<file path="src/rtl/systolic_pkg.sv">
// Shared definitions for the output-stationary systolic multiplier.
// Provides the FSM state type, the default geometry and the width helpers
// used by the interface, the top level and the testbench.
package systolic_pkg;

    typedef enum logic [1:0] {
        IDLE = 2'd0,
        RUN  = 2'd1,
        DONE = 2'd2
    } sa_state_t;

    // Accumulator must hold SIZE products of two WIDTH-bit operands.
    function automatic int acc_width(input int width, input int size);
        return 2 * width + $clog2(size);
    endfunction

    // Counter spans 0..3*SIZE-3 during RUN.
    function automatic int cnt_width(input int size);
        return $clog2(3 * size - 1);
    endfunction

    localparam int SA_WIDTH = 4;
    localparam int SA_SIZE  = 3;
    localparam int SA_CNT_W = $clog2(3 * SA_SIZE - 1);

endpackage

</file>
<file path="src/rtl/systolic_array_if.sv">
// Bus between the skew stages / result consumer and the systolic array.
//   master : drives start_i and the skewed lanes, observes results
//   slave  : the systolic array itself
// Signals:
//   start_i    begin a multiply (same pulse as the skew stages' valid_i)
//   a_skew_i   SIZE lanes of WIDTH bits, lane k feeds row k
//   b_skew_i   SIZE lanes of WIDTH bits, lane k feeds column k
//   c_o        C(i,j) at [(i*SIZE+j)*ACC_W +: ACC_W]
//   busy_o     high in RUN and DONE
//   done_o     one-cycle pulse when C is final
//   c_valid_o  high from DONE until the next accepted start or reset
interface systolic_array_if
    import systolic_pkg::*;
#(
    parameter int WIDTH = SA_WIDTH,
    parameter int SIZE  = SA_SIZE,
    parameter int ACC_W = acc_width(SA_WIDTH, SA_SIZE)
);
    logic                        start_i;
    logic [SIZE*WIDTH-1:0]       a_skew_i;
    logic [SIZE*WIDTH-1:0]       b_skew_i;
    logic [SIZE*SIZE*ACC_W-1:0]  c_o;
    logic                        busy_o;
    logic                        done_o;
    logic                        c_valid_o;

    modport master (
        output start_i, a_skew_i, b_skew_i,
        input  c_o, busy_o, done_o, c_valid_o
    );

    modport slave (
        input  start_i, a_skew_i, b_skew_i,
        output c_o, busy_o, done_o, c_valid_o
    );
endinterface

</file>
<file path="src/rtl/systolic_pe.sv">
// One multiply-accumulate processing element of the systolic grid.
// Ports:
//   clock, nreset   rising-edge clock, async active-low reset
//   clr_i           clear accumulator and forwarding regs (start of a multiply)
//   en_i            advance: forward operands and accumulate a_i*b_i
//   a_i, b_i        operands from the left / from above
//   a_o, b_o        registered operands forwarded right / down
//   acc_o           accumulated dot-product element
module systolic_pe
    import systolic_pkg::*;
#(
    parameter int WIDTH = SA_WIDTH,
    parameter int ACC_W = acc_width(SA_WIDTH, SA_SIZE)
) (
    input  logic             clock,
    input  logic             nreset,
    input  logic             clr_i,
    input  logic             en_i,
    input  logic [WIDTH-1:0] a_i,
    input  logic [WIDTH-1:0] b_i,
    output logic [WIDTH-1:0] a_o,
    output logic [WIDTH-1:0] b_o,
    output logic [ACC_W-1:0] acc_o
);
    logic [WIDTH-1:0]   a_q, a_d;
    logic [WIDTH-1:0]   b_q, b_d;
    logic [ACC_W-1:0]   acc_q, acc_d;
    logic [2*WIDTH-1:0] prod_s;

    // Next-state: clear on start, otherwise forward and accumulate while enabled.
    always_comb begin
        prod_s = {{WIDTH{1'b0}}, a_i} * {{WIDTH{1'b0}}, b_i};
        a_d    = a_q;
        b_d    = b_q;
        acc_d  = acc_q;
        if (clr_i) begin
            a_d   = {WIDTH{1'b0}};
            b_d   = {WIDTH{1'b0}};
            acc_d = {ACC_W{1'b0}};
        end else if (en_i) begin
            a_d   = a_i;
            b_d   = b_i;
            // Modulo 2^ACC_W: overflow wraps silently.
            acc_d = acc_q + ACC_W'(prod_s);
        end else begin
            acc_d = acc_q;
        end
    end

    // State registers.
    always_ff @(posedge clock or negedge nreset) begin
        if (!nreset) begin
            a_q   <= {WIDTH{1'b0}};
            b_q   <= {WIDTH{1'b0}};
            acc_q <= {ACC_W{1'b0}};
        end else begin
            a_q   <= a_d;
            b_q   <= b_d;
            acc_q <= acc_d;
        end
    end

    assign a_o   = a_q;
    assign b_o   = b_q;
    assign acc_o = acc_q;
endmodule

</file>
<file path="src/rtl/systolic_array.sv">
// SIZE x SIZE output-stationary systolic matrix multiplier, C = A*B.
// Rows take skewed A from the left edge, columns take skewed B from the
// top edge; each PE accumulates its own C element. A fixed-length RUN
// window is followed by a one-cycle DONE with done_o, after which C is
// held with c_valid_o until the next accepted start.
// Ports:
//   clock, nreset   rising-edge clock, async active-low reset
//   bus             systolic_array_if slave (start, skewed lanes, results)
module systolic_array
    import systolic_pkg::*;
#(
    parameter int WIDTH = SA_WIDTH,
    parameter int SIZE  = SA_SIZE,
    parameter int ACC_W = acc_width(SA_WIDTH, SA_SIZE)
) (
    input  logic              clock,
    input  logic              nreset,
    systolic_array_if.slave   bus
);
    localparam int               CNT_W    = cnt_width(SIZE);
    localparam logic [CNT_W-1:0] LAST_CNT = CNT_W'(3 * SIZE - 3);
    // The upstream skew stages deliver 2*SIZE-1 vectors.
    localparam logic [CNT_W-1:0] WIN_LAST = CNT_W'(2 * SIZE - 2);

    sa_state_t        state_q, state_d;
    logic [CNT_W-1:0] cnt_q, cnt_d;
    logic             done_q, done_d;
    logic             valid_q, valid_d;
    logic             busy_q, busy_d;
    logic             clr_s, en_s, in_win_s;

    logic [WIDTH-1:0] a_edge_s [SIZE];
    logic [WIDTH-1:0] b_edge_s [SIZE];
    logic [WIDTH-1:0] a_fwd_s  [SIZE][SIZE];
    logic [WIDTH-1:0] b_fwd_s  [SIZE][SIZE];
    logic [ACC_W-1:0] acc_s    [SIZE][SIZE];
    logic [SIZE-1:0]  fwd_unused_s;

    // FSM next-state, counter and PE control.
    always_comb begin
        state_d = state_q;
        cnt_d   = cnt_q;
        done_d  = 1'b0;
        valid_d = valid_q;
        clr_s   = 1'b0;
        en_s    = 1'b0;
        case (state_q)
            IDLE: begin
                if (bus.start_i) begin
                    state_d = RUN;
                    cnt_d   = {CNT_W{1'b0}};
                    clr_s   = 1'b1;
                    valid_d = 1'b0;
                end else begin
                    state_d = IDLE;
                end
            end
            RUN: begin
                en_s = 1'b1;
                if (cnt_q == LAST_CNT) begin
                    state_d = DONE;
                    cnt_d   = {CNT_W{1'b0}};
                    done_d  = 1'b1;
                    valid_d = 1'b1;
                end else begin
                    cnt_d = cnt_q + CNT_W'(1);
                end
            end
            DONE: begin
                // start_i here is ignored; it is accepted one cycle later in IDLE.
                state_d = IDLE;
            end
            default: begin
                state_d = IDLE;
                cnt_d   = {CNT_W{1'b0}};
                valid_d = 1'b0;
            end
        endcase
        busy_d = (state_d == RUN) || (state_d == DONE);
    end

    // Edge gating: past the input window the grid edges see zeros.
    always_comb begin
        in_win_s = (cnt_q <= WIN_LAST);
        for (int k = 0; k < SIZE; k++) begin
            a_edge_s[k] = in_win_s ? bus.a_skew_i[k*WIDTH +: WIDTH] : {WIDTH{1'b0}};
            b_edge_s[k] = in_win_s ? bus.b_skew_i[k*WIDTH +: WIDTH] : {WIDTH{1'b0}};
        end
    end

    // Control registers.
    always_ff @(posedge clock or negedge nreset) begin
        if (!nreset) begin
            state_q <= IDLE;
            cnt_q   <= {CNT_W{1'b0}};
            done_q  <= 1'b0;
            valid_q <= 1'b0;
            busy_q  <= 1'b0;
        end else begin
            state_q <= state_d;
            cnt_q   <= cnt_d;
            done_q  <= done_d;
            valid_q <= valid_d;
            busy_q  <= busy_d;
        end
    end

    for (genvar i = 0; i < SIZE; i++) begin : g_row
        for (genvar j = 0; j < SIZE; j++) begin : g_col
            logic [WIDTH-1:0] a_in_s;
            logic [WIDTH-1:0] b_in_s;
            if (j == 0) begin : g_left
                assign a_in_s = a_edge_s[i];
            end else begin : g_inner_a
                assign a_in_s = a_fwd_s[i][j-1];
            end
            if (i == 0) begin : g_top
                assign b_in_s = b_edge_s[j];
            end else begin : g_inner_b
                assign b_in_s = b_fwd_s[i-1][j];
            end
            systolic_pe #(.WIDTH(WIDTH), .ACC_W(ACC_W)) u_pe (
                .clock  (clock),
                .nreset (nreset),
                .clr_i  (clr_s),
                .en_i   (en_s),
                .a_i    (a_in_s),
                .b_i    (b_in_s),
                .a_o    (a_fwd_s[i][j]),
                .b_o    (b_fwd_s[i][j]),
                .acc_o  (acc_s[i][j])
            );
            assign bus.c_o[(i*SIZE+j)*ACC_W +: ACC_W] = acc_s[i][j];
        end
        // Operands leaving the right column / bottom row go nowhere.
        assign fwd_unused_s[i] = ^{a_fwd_s[i][SIZE-1], b_fwd_s[SIZE-1][i]};
    end

    assign bus.busy_o    = busy_q;
    assign bus.done_o    = done_q;
    assign bus.c_valid_o = valid_q;
endmodule

</file>
<file path="src/flat_wrapper.sv">
// flat-port wrapper written by rule: the top's interface ports become plain ports
module systolic_array_flat import systolic_pkg::*;
#(
    parameter int WIDTH = SA_WIDTH,
    parameter int SIZE  = SA_SIZE,
    parameter int ACC_W = acc_width(SA_WIDTH, SA_SIZE)
)
  (clock, nreset, bus_start_i, bus_a_skew_i, bus_b_skew_i, bus_c_o, bus_busy_o, bus_done_o, bus_c_valid_o);
  systolic_array_if #(.WIDTH(WIDTH), .SIZE(SIZE), .ACC_W(ACC_W)) bus_i ();
  input  logic clock;
  input  logic nreset;
  input wire logic [$bits(bus_i.start_i)-1:0] bus_start_i;
  input wire logic [$bits(bus_i.a_skew_i)-1:0] bus_a_skew_i;
  input wire logic [$bits(bus_i.b_skew_i)-1:0] bus_b_skew_i;
  output wire logic [$bits(bus_i.c_o)-1:0] bus_c_o;
  output wire logic [$bits(bus_i.busy_o)-1:0] bus_busy_o;
  output wire logic [$bits(bus_i.done_o)-1:0] bus_done_o;
  output wire logic [$bits(bus_i.c_valid_o)-1:0] bus_c_valid_o;
  assign bus_i.start_i = bus_start_i;
  assign bus_i.a_skew_i = bus_a_skew_i;
  assign bus_i.b_skew_i = bus_b_skew_i;
  assign bus_c_o = bus_i.c_o;
  assign bus_busy_o = bus_i.busy_o;
  assign bus_done_o = bus_i.done_o;
  assign bus_c_valid_o = bus_i.c_valid_o;
  systolic_array #(.WIDTH(WIDTH), .SIZE(SIZE), .ACC_W(ACC_W)) u_core (.clock(clock), .nreset(nreset), .bus(bus_i));
endmodule
</file>
<file path="config.mk">
export PLATFORM = sky130hd
export DESIGN_NAME = systolic_array_flat
export DESIGN_NICKNAME = d
export VERILOG_FILES = /design/src/rtl/systolic_pkg.sv /design/src/rtl/systolic_array_if.sv /design/src/rtl/systolic_pe.sv /design/src/rtl/systolic_array.sv /design/src/flat_wrapper.sv
export SDC_FILE = /design/constraint.sdc
export NUM_CORES = 1
export LEC_CHECK = 0
export CAP_MARGIN = 20
export CORE_ASPECT_RATIO = 1.5
export CORE_MARGIN = 10
export CORE_UTILIZATION = 40
export CTS_BUF_LIST = sky130_fd_sc_hd__clkbuf_16
export CTS_CLUSTER_DIAMETER = 30
export CTS_CLUSTER_SIZE = 30
export DETAILED_ROUTE_END_ITERATION = 8
export DONT_BUFFER_PORTS = 1
export MAX_ROUTING_LAYER = met4
export SETUP_SLACK_MARGIN = 0.02
export SYNTH_ARGS = -nofsm -noshare
export SYNTH_HDL_FRONTEND = slang
export SYNTH_SLANG_ARGS = --single-unit
</file>
<file path="constraint.sdc">
create_clock -name clock -period 4.3 [get_ports clock]
set_clock_uncertainty 0.1 [all_clocks]
set_input_delay 0.645 -clock clock [delete_from_list [all_inputs] [get_ports clock]]
set_output_delay 0.645 -clock clock [all_outputs]
set_load 0.05 [all_outputs]
</file>
# == Word level (Yosys, flattened, before mapping) ==
# Cells that the tools add are included.
# word_totals
regBits,146
latch_bits,0
ramBits,0
mem_bits_ro,0
elab_cells,121
n_memories,0
# op_classes
addsub,10
mul,9
n_div,0
order_cmp,1
eq_ne,7
shift,0
mux,62
bitwise_logic,1
reduce_logical,5
# op_table
operator,n
2-to-1 mux 10 bit,18
2-to-1 mux 4 bit,30
adder 10 x 8 -> 10 bit,9
multiplier 4 x 4 -> 8 bit,9
one-hot mux 3 bit (3 select lines),1
2-to-1 mux 1 bit,8
2-to-1 mux 3 bit,2
equality test 2 x 1 -> 1 bit (second input constant),2
equality test 2 bit (second input constant),2
one-hot mux 2 bit (2 select lines),1
adder 3 x 1 -> 3 bit (second input constant),1
equality test 3 bit (second input constant),1
less-or-equal comparator 3 bit (second input constant),1
one-hot mux 1 bit (3 select lines),1
AND reduction 3 bit,1
zero test 2 bit,1
2-to-1 mux 2 bit,1
!= test 2 x 1 -> 1 bit (second input constant),1
!= test 2 bit (second input constant),1
AND reduction 2 bit,1
nonzero test 2 bit,1
logical OR 1 bit,1
NOT 1 bit,1

# == Longest topological paths before layout ==
# Gate-level depths: netlist of the first run.
# depth
word_depth,6
mapped_depth,16
ltp_nobuf,14

# == Cells and area by module ==
# From an unflattened synthesis of the first run, not the netlist that was laid out.
# unflattened
cells_unflattened,1453
area_unflattened_um2,14252.4
# by_module_without_submodules
module,n_inst,cells_each,area_each_um2,seq_area_each_um2
systolic_pe (u_core.g_row[0].g_col[0].u_pe ...),5,155,1527.7,450.4
systolic_pe (u_core.g_row[1].g_col[2].u_pe ...),4,155,1522.7,450.4
systolic_array,1,58,523.0,200.2

# == Worst setup path after synthesis of the first run ==
# No wires, ideal clock.
# synth_timing
kind,reg-to-reg
startpoint,register u_core.cnt_q[0]
endpoint,register u_core.g_row[2].g_col[0].u_pe.acc_q[9]
setup_ns,0.149
arrival_ns,3.842
required_time_ns,4.051
setup_slack_ns,0.209
stages_incl_launch_ff,15
period_less_slack_ns,4.091
cell_sequence,dfrtp_1 > buf_2 > o21ai_4 > clkbuf_1 > nand3_1 > fa_1 > fa_1 > fa_1 > inv_1 > ha_1 > a21oi_1 > nor2_1 > a2111oi_4 > a21oi_1 > mux2i_1
# synth_via
elab_chain_len,6
# synth_rtl
item,line_no,rtl
"start, declared",systolic_array.sv:26,"logic [CNT_W-1:0] cnt_q, cnt_d;"
"start signal, assigned",systolic_array.sv:95,cnt_q <= {CNT_W{1'b0}};
"start signal, assigned",systolic_array.sv:101,cnt_q <= cnt_d;
less-or-equal comparator 3 bit,systolic_array.sv:84,in_win_s = (cnt_q <= WIN_LAST);
2-to-1 mux 4 bit,systolic_array.sv:86,a_edge_s[k] = in_win_s ? bus.a_skew_i[k*WIDTH +: WIDTH] : {WIDTH{1'b0}};
multiplier 4 x 4 -> 8 bit,systolic_pe.sv:32,"prod_s = {{WIDTH{1'b0}}, a_i} * {{WIDTH{1'b0}}, b_i};"
adder 10 x 8 -> 10 bit,systolic_pe.sv:44,acc_d = acc_q + ACC_W'(prod_s);
2-to-1 mux 10 bit,systolic_pe.sv:40,end else if (en_i) begin
2-to-1 mux 10 bit,systolic_pe.sv:36,if (clr_i) begin
"end signal, assigned",systolic_pe.sv:55,acc_q <= {ACC_W{1'b0}};
"end, declared",systolic_pe.sv:27,"logic [ACC_W-1:0] acc_q, acc_d;"
# No other way between the ends. The select of a mux whose other input is x is not followed.
# A chain may end at the register's enable or synchronous reset.

# == Worst setup path after layout of the first run ==
# layout_timing
startpoint,register u_core.cnt_q[1]
endpoint,register u_core.g_row[2].g_col[0].u_pe.acc_q[9]
# The elaborated chain is that of the path after synthesis.

==> flow_metrics.env, run 1 <==
export IMPL_cts_root_buf="clkbuf_16"
export IMPL_dp_cells=1611
export IMPL_critPathCaptureType="flop"
export IMPL_synth_edff_count=0
export IMPL_r2r_start="u_core.cnt_q[1]$_DFFE_PN0P_"
export IMPL_cap_violations=0
export IMPL_die_h_um=234
export IMPL_pin_count=120
export IMPL_cts_buffers=17
export IMPL_core_area_um2=30200
export IMPL_yosysSeqAreaShare_pct=30.0
export IMPL_grt_pass1_vias=9187
export IMPL_design_die_area_um2=38000
export IMPL_placed_area_um2=12600
export IMPL_ys_seq_elements=146
export IMPL_antenna_cells=0
export IMPL_firstDrtPassIters=4
export IMPL_hold_viol=0
export IMPL_synth_top_area_share_pct=30.0
export IMPL_fin_cells=1646
export IMPL_die_w_um=162
export IMPL_synth_largest_area_cell="dfrtp_1"
export IMPL_areaGrowthSynthToFinish_pct=9.18
export IMPL_numPortBuffers=0
export IMPL_status="finished, final reports clean"
export IMPL_crit_arrival_ns=4.34
export IMPL_crit_path_start="u_core.cnt_q[1]$_DFFE_PN0P_"
export IMPL_post_drt_wl_per_cell_um=18.2
export IMPL_fmax_mhz=242
export IMPL_dp_hpwl_um=22400
export IMPL_cts_tree="built"
export IMPL_clock_latency_ns=0.45
export IMPL_tightest_slew_ns=1.04
export IMPL_hold_path_class="primary input to asynchronous set/reset pin"
export IMPL_start_kind="flop"
export IMPL_grt_start_max_net_pins=147
export IMPL_cts_sinks=146
export IMPL_placementRows=78
export IMPL_drt_wl_total_um=30000
export IMPL_vias_per_cell=5.32
export IMPL_ys_warn_count=0
export IMPL_critPathRequiredTime_ns=4.51
export IMPL_grt_usage_pct=16.8
export IMPL_antenna_found_initial=0
export IMPL_fill_cells=2863
export IMPL_yosys_cell_count_top_type="inv_1"
export IMPL_synth_fp_nets=1506
export IMPL_htreeDepth=4
export IMPL_drc_errors=0
export IMPL_overflow=0
export IMPL_synthDistinctLibCells=43
export IMPL_period_needed_ns=4.14
export IMPL_final_area_um2=13300
export IMPL_synthArstFlopShare_pct=100
export IMPL_gp_congestion=0.841
export IMPL_cts_max_path_buffers=2
export IMPL_maxSlewViolCount=0
export IMPL_rsz0062_at_grt="no"
export IMPL_netlist_instances=1236
export IMPL_synth_ff_type="dfrtp_1"
export IMPL_synth_common_cells="226 x inv_1, 162 x ha_1, 146 x dfrtp_1, 81 x fa_1, 72 x a22o_1"
export IMPL_fin_crit_sh_pct=96.2
export IMPL_drtAntennaViolNets=0
export IMPL_grt_pass1_wl_um=49100
export IMPL_setup_viol=0
export IMPL_syn_area_um2=12200
export IMPL_critPathMaxFanout=24
export IMPL_drtIter0Drc=310
export IMPL_crit_type="flop to flop"
export IMPL_initial_core_util_pct=40.4
export IMPL_slew_headroom_pct=30.8
export IMPL_tns_ns=0
export IMPL_syn_area_per_cell_um2=9.85
export IMPL_clkTransAtPathRegs_ns=0.07
export IMPL_final_layout_size_suffix_gt1_share_pct=5.14
export IMPL_nets=1503
export IMPL_rrSetupSlack_ns=0.16
export IMPL_yosys_top_cells_area="dfrtp_1 30%, ha_1 17%, fa_1 13%"
export IMPL_num_vias=8763
## worst paths after layout
check	end	cells past startpoint
min	u_core.g_row[0].g_col[0].u_pe.acc_o[9]$_DFFE_PN0P_	1
max reg2reg	u_core.g_row[2].g_col[0].u_pe.acc_o[9]$_DFFE_PN0P_	13
max in group asynchronous	u_core.g_row[1].g_col[1].u_pe.acc_o[0]$_DFFE_PN0P_	1
min in group clock	u_core.g_row[0].g_col[0].u_pe.b_o[3]$_DFFE_PN0P_	1
max	u_core.g_row[2].g_col[0].u_pe.acc_o[9]$_DFFE_PN0P_	13
min reg2reg	u_core.bus.c_valid_o$_DFFE_PN0P_	1
## registers in the layout, indices dropped and copies added (netlist names)
name	cells
u_core.bus.busy_o	1
u_core.state_q	2
u_core.g_row.g_col.u_pe.acc_o	90
u_core.g_row.g_col.u_pe.b_o	24
u_core.bus.c_valid_o	1
u_core.bus.done_o	1
u_core.cnt_q	3
u_core.g_row.g_col.u_pe.a_o	24
## what timing repair did
item	4_1_cts	5_1_grt
resized for setup	0	2
hold buffers	1	0
hold endpoints to repair	146	0
setup endpoints to repair	0	4
buffers inserted	0	1
## layout by cell type (no fill, tap or decap), types with 3 or more instances in the layout
master	instances
a21oi_2	6
and3_1	66
clkinvlp_4	3
nor3_1	3
dfrtp_1	146
a2111oi_4	5
fa_1	81
mux2i_1	11
inv_1	228
a21o_1	10
o21ai_1	4
clkbuf_16	18
o21a_1	7
o21bai_1	8
nand2_1	65
ha_1	162
a21oi_1	25
nor2_1	15
a22o_1	72
xor2_1	36
buf_4	14
xnor2_1	7
a31oi_1	10
o21ai_0	66
bufinv_16	4
a211oi_1	29
and2_1	36
nand3_1	29
nand2b_1	14
o211ai_1	3
o22ai_1	40
clkinv_4	3
## cells by family (layout without fill, tap and decap cells)
group / after synthesis / count (layout) / synth area share [%]
multiplexers: 11 / 11 / 0.905
XOR/XNOR: 43 / 43 / 3.09
AND/OR/NAND/NOR: 232 / 232 / 9.98
AO/OA/AOI/OAI: 294 / 294 / 17.5
buffers and inverters: 267 / 277 / 8.56
adder cells (fa/ha/maj): 243 / 243 / 30.0
flip-flops: 146 / 146 / 30.0
## per-stage QoR
step / worst slack, ns / utilization, % / hold slack [ns]
finish: 0.164 / 44.1 / 0.0585
global route: 0.0133 / 44.1 / 0.137
CTS: 0.161 / 43.9 / 0.127
detailed placement: 0.205 / 41.8 / 0.255
global placement: 0.293 / 41.8 / 0.256
floorplan: 0.209 / - / 0.249
## metal layers
layer	routed length (um)	vias to the layer above	GRT usage, %
met5	0	-	-
met4	575	0	5.93
met3	1420	28	4.39
met2	16200	130	29.7
met1	11800	4363	17.8
li1	-	4242	-
## layout make-up
| cell class | count | area [um^2] | share of cell area [%] |
|---|---|---|---|
| inverters | 228 | 856 | 6.44 |
| clock inverters | 15 | 193 | 1.45 |
| repair buffers | 17 | 178 | 1.34 |
| well taps | 400 | 500 | 3.77 |
| multi-input cells | 823 | 7480 | 56.3 |
| clock buffers | 17 | 425 | 3.20 |
| flip-flops and latches | 146 | 3650 | 27.5 |
## critical path: stages, from the launching register on
cell	delay [ns]
dfrtp_1	0.46
o21ai_4	0.23
buf_12	0.19
nand3_1	0.12
fa_1	0.53
fa_1	0.51
fa_1	0.52
inv_1	0.04
ha_1	0.35
a21oi_1	0.24
nor2_1	0.11
a2111oi_4	0.31
a21oi_1	0.13
mux2i_1	0.13
Power of run 1 is left out: the tool's default activity adds up to more than one toggle a clock period on the data nets, which glitch-free logic cannot reach.
==> run 2: changes to the inputs <==
Settings changed: CTS_CLUSTER_DIAMETER 30 to default.
==> results of run 2 <==
Final layout, timing and power as in run 1 (identical DEF).
Power of run 2 is left out for the same reason.
==> run 3: changes to the inputs <==
Settings changed: CORE_MARGIN 10 to default, CTS_CLUSTER_DIAMETER from default to 60.
==> flow_metrics.env, run 3 (synthesis gave the netlist of run 1 again) <==
export IMPL_gp_congestion=0.863
export IMPL_period_needed_ns=4.03
export IMPL_dp_hpwl_um=21000
export IMPL_antenna_found_initial=0
export IMPL_crit_type="flop to flop"
export IMPL_vias_per_cell=5.36
export IMPL_mostFrequentLayoutCells="229 x inv_1, 162 x ha_1, 145 x dfrtp_1"
export IMPL_hold_path_class="primary input to asynchronous set/reset pin"
export IMPL_areaGrowthSynthToFinish_pct=8.67
export IMPL_drtIter0Drc=377
export IMPL_design_die_area_um2=31100
export IMPL_timing_rr_end="u_core.g_row[2].g_col[0].u_pe.acc_o[9]$_DFFE_PN0P_"
export IMPL_pin_count=120
export IMPL_tns_ns=0
export IMPL_setup_viol=0
export IMPL_grt_start_max_net_pins=147
export IMPL_drt_wl_total_um=28500
export IMPL_cts_sinks=146
export IMPL_overflow=0
export IMPL_clkTransAtPathRegs_ns=0.06
export IMPL_nets=1497
export IMPL_fmax_mhz=248
export IMPL_rsz0062_at_grt="no"
export IMPL_start_kind="flop"
export IMPL_placementRows=77
export IMPL_hold_viol=0
export IMPL_cts_root_buf="clkbuf_16"
export IMPL_num_vias=8770
export IMPL_drtAntennaViolNets=0
export IMPL_placed_area_um2=12600
export IMPL_drc_errors=0
export IMPL_clock_latency_ns=0.44
export IMPL_r2r_start="u_core.cnt_q[1]$_DFFE_PN0P_"
export IMPL_final_layout_size_suffix_gt1_share_pct=4.60
export IMPL_numPortBuffers=0
export IMPL_cts_max_path_buffers=2
export IMPL_critPathMaxFanout=33
export IMPL_core_area_um2=29700
export IMPL_slew_headroom_pct=28.3
export IMPL_maxSlewViolCount=0
export IMPL_reg2reg_depth=13
export IMPL_die_w_um=144
export IMPL_cap_violations=0
export IMPL_grt_usage_pct=20.6
export IMPL_initial_core_util_pct=41.0
export IMPL_crit_arrival_ns=4.23
export IMPL_setup_ws_ns=0.266
export IMPL_die_h_um=216
export IMPL_fin_crit_sh_pct=93.8
export IMPL_postCtsSetupBuffers=0
export IMPL_tightest_slew_ns=1.08
export IMPL_antenna_cells=0
export IMPL_firstDrtPassIters=5
export IMPL_rrSetupSlack_ns=0.27
export IMPL_critPathRequiredTime_ns=4.49
export IMPL_cts_buffers=17
export IMPL_htreeDepth=4
export IMPL_cts_tree="built"
export IMPL_place_ws_ns=0.245
export IMPL_final_area_um2=13200
export IMPL_grt_pass1_vias=9246
export IMPL_status="finished, final reports clean"
export IMPL_largest_reg_flops=90
export IMPL_layout_commonest_cell="inv_1"
export IMPL_post_drt_wl_per_cell_um=17.4
export IMPL_grt_pass1_wl_um=48000
export IMPL_critPathCaptureType="flop"
==> run 3: cell count changes in the layout (fill, tap and decap cells not counted), sizes merged <==
cell and change:
clkbuf -1, clkinv +1, buf -5, clkinvlp -2, inv +1
==> run 3: cell type report <==
class	count	area, um^2
Multi-Input combinational cell	823	7480
Inverter	228	856
Timing Repair Buffer	11	140
Fill cell	2960	16400
Clock buffer	17	425
Sequential cell	146	3650
Clock inverter	15	174
Tap cell	395	494
==> run 3: critical path: stages, from the launching register on <==
cell and delay [ns]:
dfrtp_2 0.45, o21ai_4 0.21, buf_12 0.19, nand3_1 0.12, fa_1 0.52, fa_1 0.51
fa_1 0.52, inv_1 0.04, ha_1 0.36, a21oi_2 0.19, nor2_1 0.09, a2111oi_4 0.33
a21oi_1 0.14, mux2i_1 0.13
==> run 3: routing by layer <==
metal,GRT usage [%],up-vias,share of wire (%)
met4,6.63,0,2.1
li1,-,4209,-
met2,35.7,147,53
met3,5.10,33,4.8
met1,22.9,4381,40
met5,-,-,0
==> run 3: timing repair <==
| item | in CTS | in global routing |
|---|---|---|
| setup endpoints to repair | 0 | 12 |
| hold endpoints to repair | 146 | 0 |
| gates resized for setup | 0 | 3 |
| hold buffers | 1 | 0 |
==> run 3: through the flow <==
step / hold slack [ns] / instances / util, %
6_report: 0.0759 / 1635 / 44.6
5_1_grt: 0.165 / 1635 / 44.6
4_1_cts: 0.142 / 1635 / 44.6
3_5_place_dp: 0.254 / 1602 / 42.4
3_3_place_gp: 0.254 / 1602 / 42.4
2_1_floorplan: 0.249 / 1236 / -
==> run 3: worst max-delay path by stage <==
stage                           startpoint                                                  to  slack (ns)  cells past startpoint
3_5_place_dp   u_core.cnt_q[1]$_DFFE_PN0P_  u_core.g_row[2].g_col[0].u_pe.acc_o[7]$_DFFE_PN0P_        0.24                     13
2_1_floorplan  u_core.cnt_q[0]$_DFFE_PN0P_  u_core.g_row[2].g_col[0].u_pe.acc_o[9]$_DFFE_PN0P_        0.21                     14
3_3_place_gp   u_core.cnt_q[1]$_DFFE_PN0P_  u_core.g_row[2].g_col[0].u_pe.acc_o[9]$_DFFE_PN0P_        0.29                     13
6_report       u_core.cnt_q[1]$_DFFE_PN0P_  u_core.g_row[2].g_col[0].u_pe.acc_o[9]$_DFFE_PN0P_        0.27                     13
4_1_cts        u_core.cnt_q[1]$_DFFE_PN0P_  u_core.g_row[2].g_col[0].u_pe.acc_o[9]$_DFFE_PN0P_        0.20                     13
5_1_grt        u_core.cnt_q[1]$_DFFE_PN0P_  u_core.g_row[0].g_col[1].u_pe.acc_o[8]$_DFFE_PN0P_        0.03                     13
Power of run 3 is left out for the same reason.
==> patch 1: new RTL, settings of run 3 <==
Make the reset (`nreset`) synchronous in 2 clocked blocks. Comments in the files are not updated.
--- a/src/rtl/systolic_pe.sv
+++ b/src/rtl/systolic_pe.sv
@@ -50,3 +50,3 @@
     // State registers.
-    always_ff @(posedge clock or negedge nreset) begin
+    always_ff @(posedge clock) begin
         if (!nreset) begin
--- a/src/rtl/systolic_array.sv
+++ b/src/rtl/systolic_array.sv
@@ -91,3 +91,3 @@
     // Control registers.
-    always_ff @(posedge clock or negedge nreset) begin
+    always_ff @(posedge clock) begin
         if (!nreset) begin
Formal check against the unedited RTL: differs if nreset is asserted again (counterexample within 4 cycles, from zero or initial values and one cycle with nreset low); with nreset held inactive, the same outputs for 4 cycles.
==> patch 1 against run 3 <==
Routed wire length rose by 7.3%; synthesized area rose by 1.2%; critical path depth rose by 1; synthesized cell count rose by 22%; highest routed layer unchanged; sequential cell count did not move; worst setup slack got worse by 0.017 ns; critical path type unchanged; final area rose by 1.1%.
Power is left out: it rests on default switching activity, and per cell area and clock period it moved more than threefold.
==> patch 1: results <==
metrics = {
    "worst_setup_path": {
        "timing.rr.start": "u_core.cnt_q[1]$_SDFFE_PN0P_",
        "cp_max_fo": 23,
        "cp.arrival_ns": 4.34,
        "regToRegSetupSlack_ns": 0.25,
        "endpoint": "u_core.g_row[1].g_col[0].u_pe.acc_o[9]$_SDFFE_PP0P_",
        "reg2reg_depth": 14,
    },
    "synth": {
        "ys_seq_area_frac": 0.237,
        "synthArstFlopShare": 0,
        "yosys.area.top_type": "dfxtp_1",
        "ys_types": 48,
        "ys_top_cells_by_count": "224 x inv_1, 195 x nand2_1, 162 x ha_1",
        "netlist_top_cells_area": "dfxtp_1 24%, ha_1 16%, fa_1 13%, inv_1 6.8%, nand2_1 5.9%",
        "synth_nets": 1782,
        "synth_cells": 1512,
    },
    "place": {
        "gp_congestion": 0.870,
        "dp_slack_ns": 0.0602,
        "dp_hpwl_um": 23400,
        "place_inst": 1876,
    },
    "clock_network": {
        "cts_hold_buf": 0,
        "cts_setup_buffers": 4,
    },
    "cells_and_area": {
        "fin_area_um2": 13400,
        "drive_gt1_frac": 0.0443,
        "fillers": 3067,
    },
    "global_route": {
        "grt_max_degree": 100,
        "grt_pass1_wl_um": 51200,
        "grt.total_usage": 0.210,
    },
    "drt": {
        "vias": 10100,
        "drt_iter0_markers": 456,
        "wl_per_cell_um": 16.0,
        "viasPerCell": 5.30,
    },
    "status": {
        "status": "finished clean",
    },
    "worst_hold_path": {
        "worstHoldPathType": "input pin to register",
    },
}
[patch 1: cell types whose count changed after synthesis, moves of 18 or more]
cell | before | now
dfxtp_1 | 0 | 146
a22o_1 | 72 | 0
nor2_1 | 15 | 55
buf_2 | 7 | 34
a21oi_1 | 25 | 112
nand3_1 | 29 | 89
dfrtp_1 | 146 | 0
xor2_1 | 36 | 18
o22ai_1 | 40 | 0
nand2_1 | 66 | 195
[patch 1: cell families after synthesis]
kind of cell	count (synthesis)	share of synthesized area
buffers and inverters	287	0.0955
adder cells (fa/ha/maj)	243	0.296
flip-flops	146	0.237
AO/OA/AOI/OAI	261	0.129
multiplexers	6	0.00488
AND/OR/NAND/NOR	545	0.220
XOR/XNOR	24	0.0171
[patch 1: cell type report]
class / instances / area share
repair buffers: 31 / 0.0193
flip-flops and latches: 146 / 0.218
well taps: 400 / 0.0374
multi-input cells: 1079 / 0.616
inverters: 224 / 0.0629
clock buffers: 17 / 0.0318
clock inverters: 15 / 0.0137
[patch 1: worst max-delay path, stage by stage, from the launching register on]
cell,delay [ns]
dfxtp_1,0.38
o21ai_4,0.27
buf_4,0.18
buf_4,0.21
and3_1,0.18
ha_1,0.23
ha_1,0.30
fa_1,0.54
inv_1,0.07
fa_1,0.43
nand2b_1,0.19
a21oi_1,0.25
nor3_1,0.11
or4_1,0.47
nand2_1,0.08
[patch 1: metal layers]
metal	routed length, um	track usage
met1	11600	0.207
met2	16700	0.396
met3	1300	0.0411
met4	1000	0.0951
met5	0	-
==> patch 2: new RTL, flow settings as in run 3 <==
Without the edit above. Set the package constant `SA_SIZE` to 5 (it was 3).
--- a/src/rtl/systolic_pkg.sv
+++ b/src/rtl/systolic_pkg.sv
@@ -22,3 +22,3 @@
     localparam int SA_WIDTH = 4;
-    localparam int SA_SIZE  = 3;
+    localparam int SA_SIZE  = 5;
     localparam int SA_CNT_W = $clog2(3 * SA_SIZE - 1);
Interface: changed (resized bus_a_skew_i, bus_b_skew_i and bus_c_o); port bits go from 120 to 321. No check against the original RTL was run, so the function may have changed too.
==> patch 2 against run 3 <==
The flow now finishes with violations (negative hold slack); final area rose to 3.0 times the old value; worst setup slack got worse by 0.12 ns; global-route usage rose by 2.9 points; synthesized cell count rose to 2.9 times the old value; routed wire length rose to 3.6 times the old value; sequential cell count rose by 298; synthesized area rose to 2.9 times the old value; critical endpoint is now u_core.g_row[0].g_col[3].u_pe.acc_o[10]$_DFFE_PN0P_.
Power is left out: the tool's default activity adds up to more than one toggle a clock period on the data nets, which glitch-free logic cannot reach.
==> patch 2: results <==
metrics = {
    "place": {
        "dp_slack_ns": -0.00473,
        "gp_congestion": 0.910,
        "postPlaceCellArea_um2": 37200,
    },
    "synth": {
        "ys_seq_area_frac": 0.314,
        "ys_types": 52,
        "synthXorXnorAreaFrac": 0.0208,
        "synth.top_cell.area_share": 0.314,
    },
    "worst_setup_path": {
        "cp.arrival_ns": 4.59,
        "r2r_end": "u_core.g_row[0].g_col[3].u_pe.acc_o[10]$_DFFE_PN0P_",
        "cp_max_fo": 17,
        "timing.rr.start": "u_core.cnt_q[0]$_DFFE_PN0P_",
    },
    "cells_and_area": {
        "final_cells": 4860,
        "antenna_cells": 29,
        "layout.nonclk_buf_frac": 0.0235,
        "fillers": 8390,
        "multiInputGateArea_um2": 21700,
    },
    "drt": {
        "wl_per_cell_um": 20.9,
        "viasPerCell": 5.53,
    },
    "status": {
        "status": "finished, violations left",
        "violations": "negative hold slack",
    },
    "sta": {
        "whs_ns": -0.340,
        "hold_viol_final": 444,
        "slew-limit-headroom": 0.115,
    },
    "global_route": {
        "grt.total_usage": 0.235,
    },
    "floorplanning": {
        "die_w_um": 245,
    },
    "clock_network": {
        "htreeDepth": 2,
    },
}
-- patch 2: changes by cell type in the layout (fill, tap and decap cells not counted), moves of 108 or more --
cell     before  now
a22o_1       72  222
o21ai_0      66  195
and2_1       36  144
ha_1        162  445
fa_1         81  225
inv_1       229  641
nand2_1      65  255
dfrtp_1     145  444
-- patch 2: layer usage --
metal,part of all wire,vias up,track usage,routed length [um]
met5,0,-,-,0
met3,0.054,169,0.0456,5510
met2,0.51,496,0.410,52300
met1,0.38,13500,0.257,39100
li1,-,12700,-,-
met4,0.048,0,0.104,4860
-- patch 2: worst max path at each step --
| stage | from | end | cells past startpoint |
|---|---|---|---|
| after floorplan | u_core.cnt_q[0]$_DFFE_PN0P_ | u_core.g_row[2].g_col[0].u_pe.acc_o[9]$_DFFE_PN0P_ | 17 |
| after global placement | u_core.cnt_q[0]$_DFFE_PN0P_ | u_core.g_row[3].g_col[0].u_pe.acc_o[9]$_DFFE_PN0P_ | 16 |
| after detailed placement | u_core.cnt_q[0]$_DFFE_PN0P_ | u_core.g_row[4].g_col[0].u_pe.acc_o[7]$_DFFE_PN0P_ | 16 |
| after CTS | u_core.cnt_q[0]$_DFFE_PN0P_ | u_core.g_row[0].g_col[4].u_pe.acc_o[9]$_DFFE_PN0P_ | 16 |
| after global routing | u_core.cnt_q[1]$_DFFE_PN0P_ | u_core.g_row[0].g_col[3].u_pe.acc_o[10]$_DFFE_PN0P_ | 17 |
| final | u_core.cnt_q[0]$_DFFE_PN0P_ | u_core.g_row[0].g_col[3].u_pe.acc_o[10]$_DFFE_PN0P_ | 18 |
-- patch 2: what timing repair did --
action,in CTS,in global routing
setup buffers,1,3
gates cloned,0,2
resized for setup,6,76
pin swaps,1,29
endpoints found under the hold margin,447,444
endpoints found under the setup margin,12,47
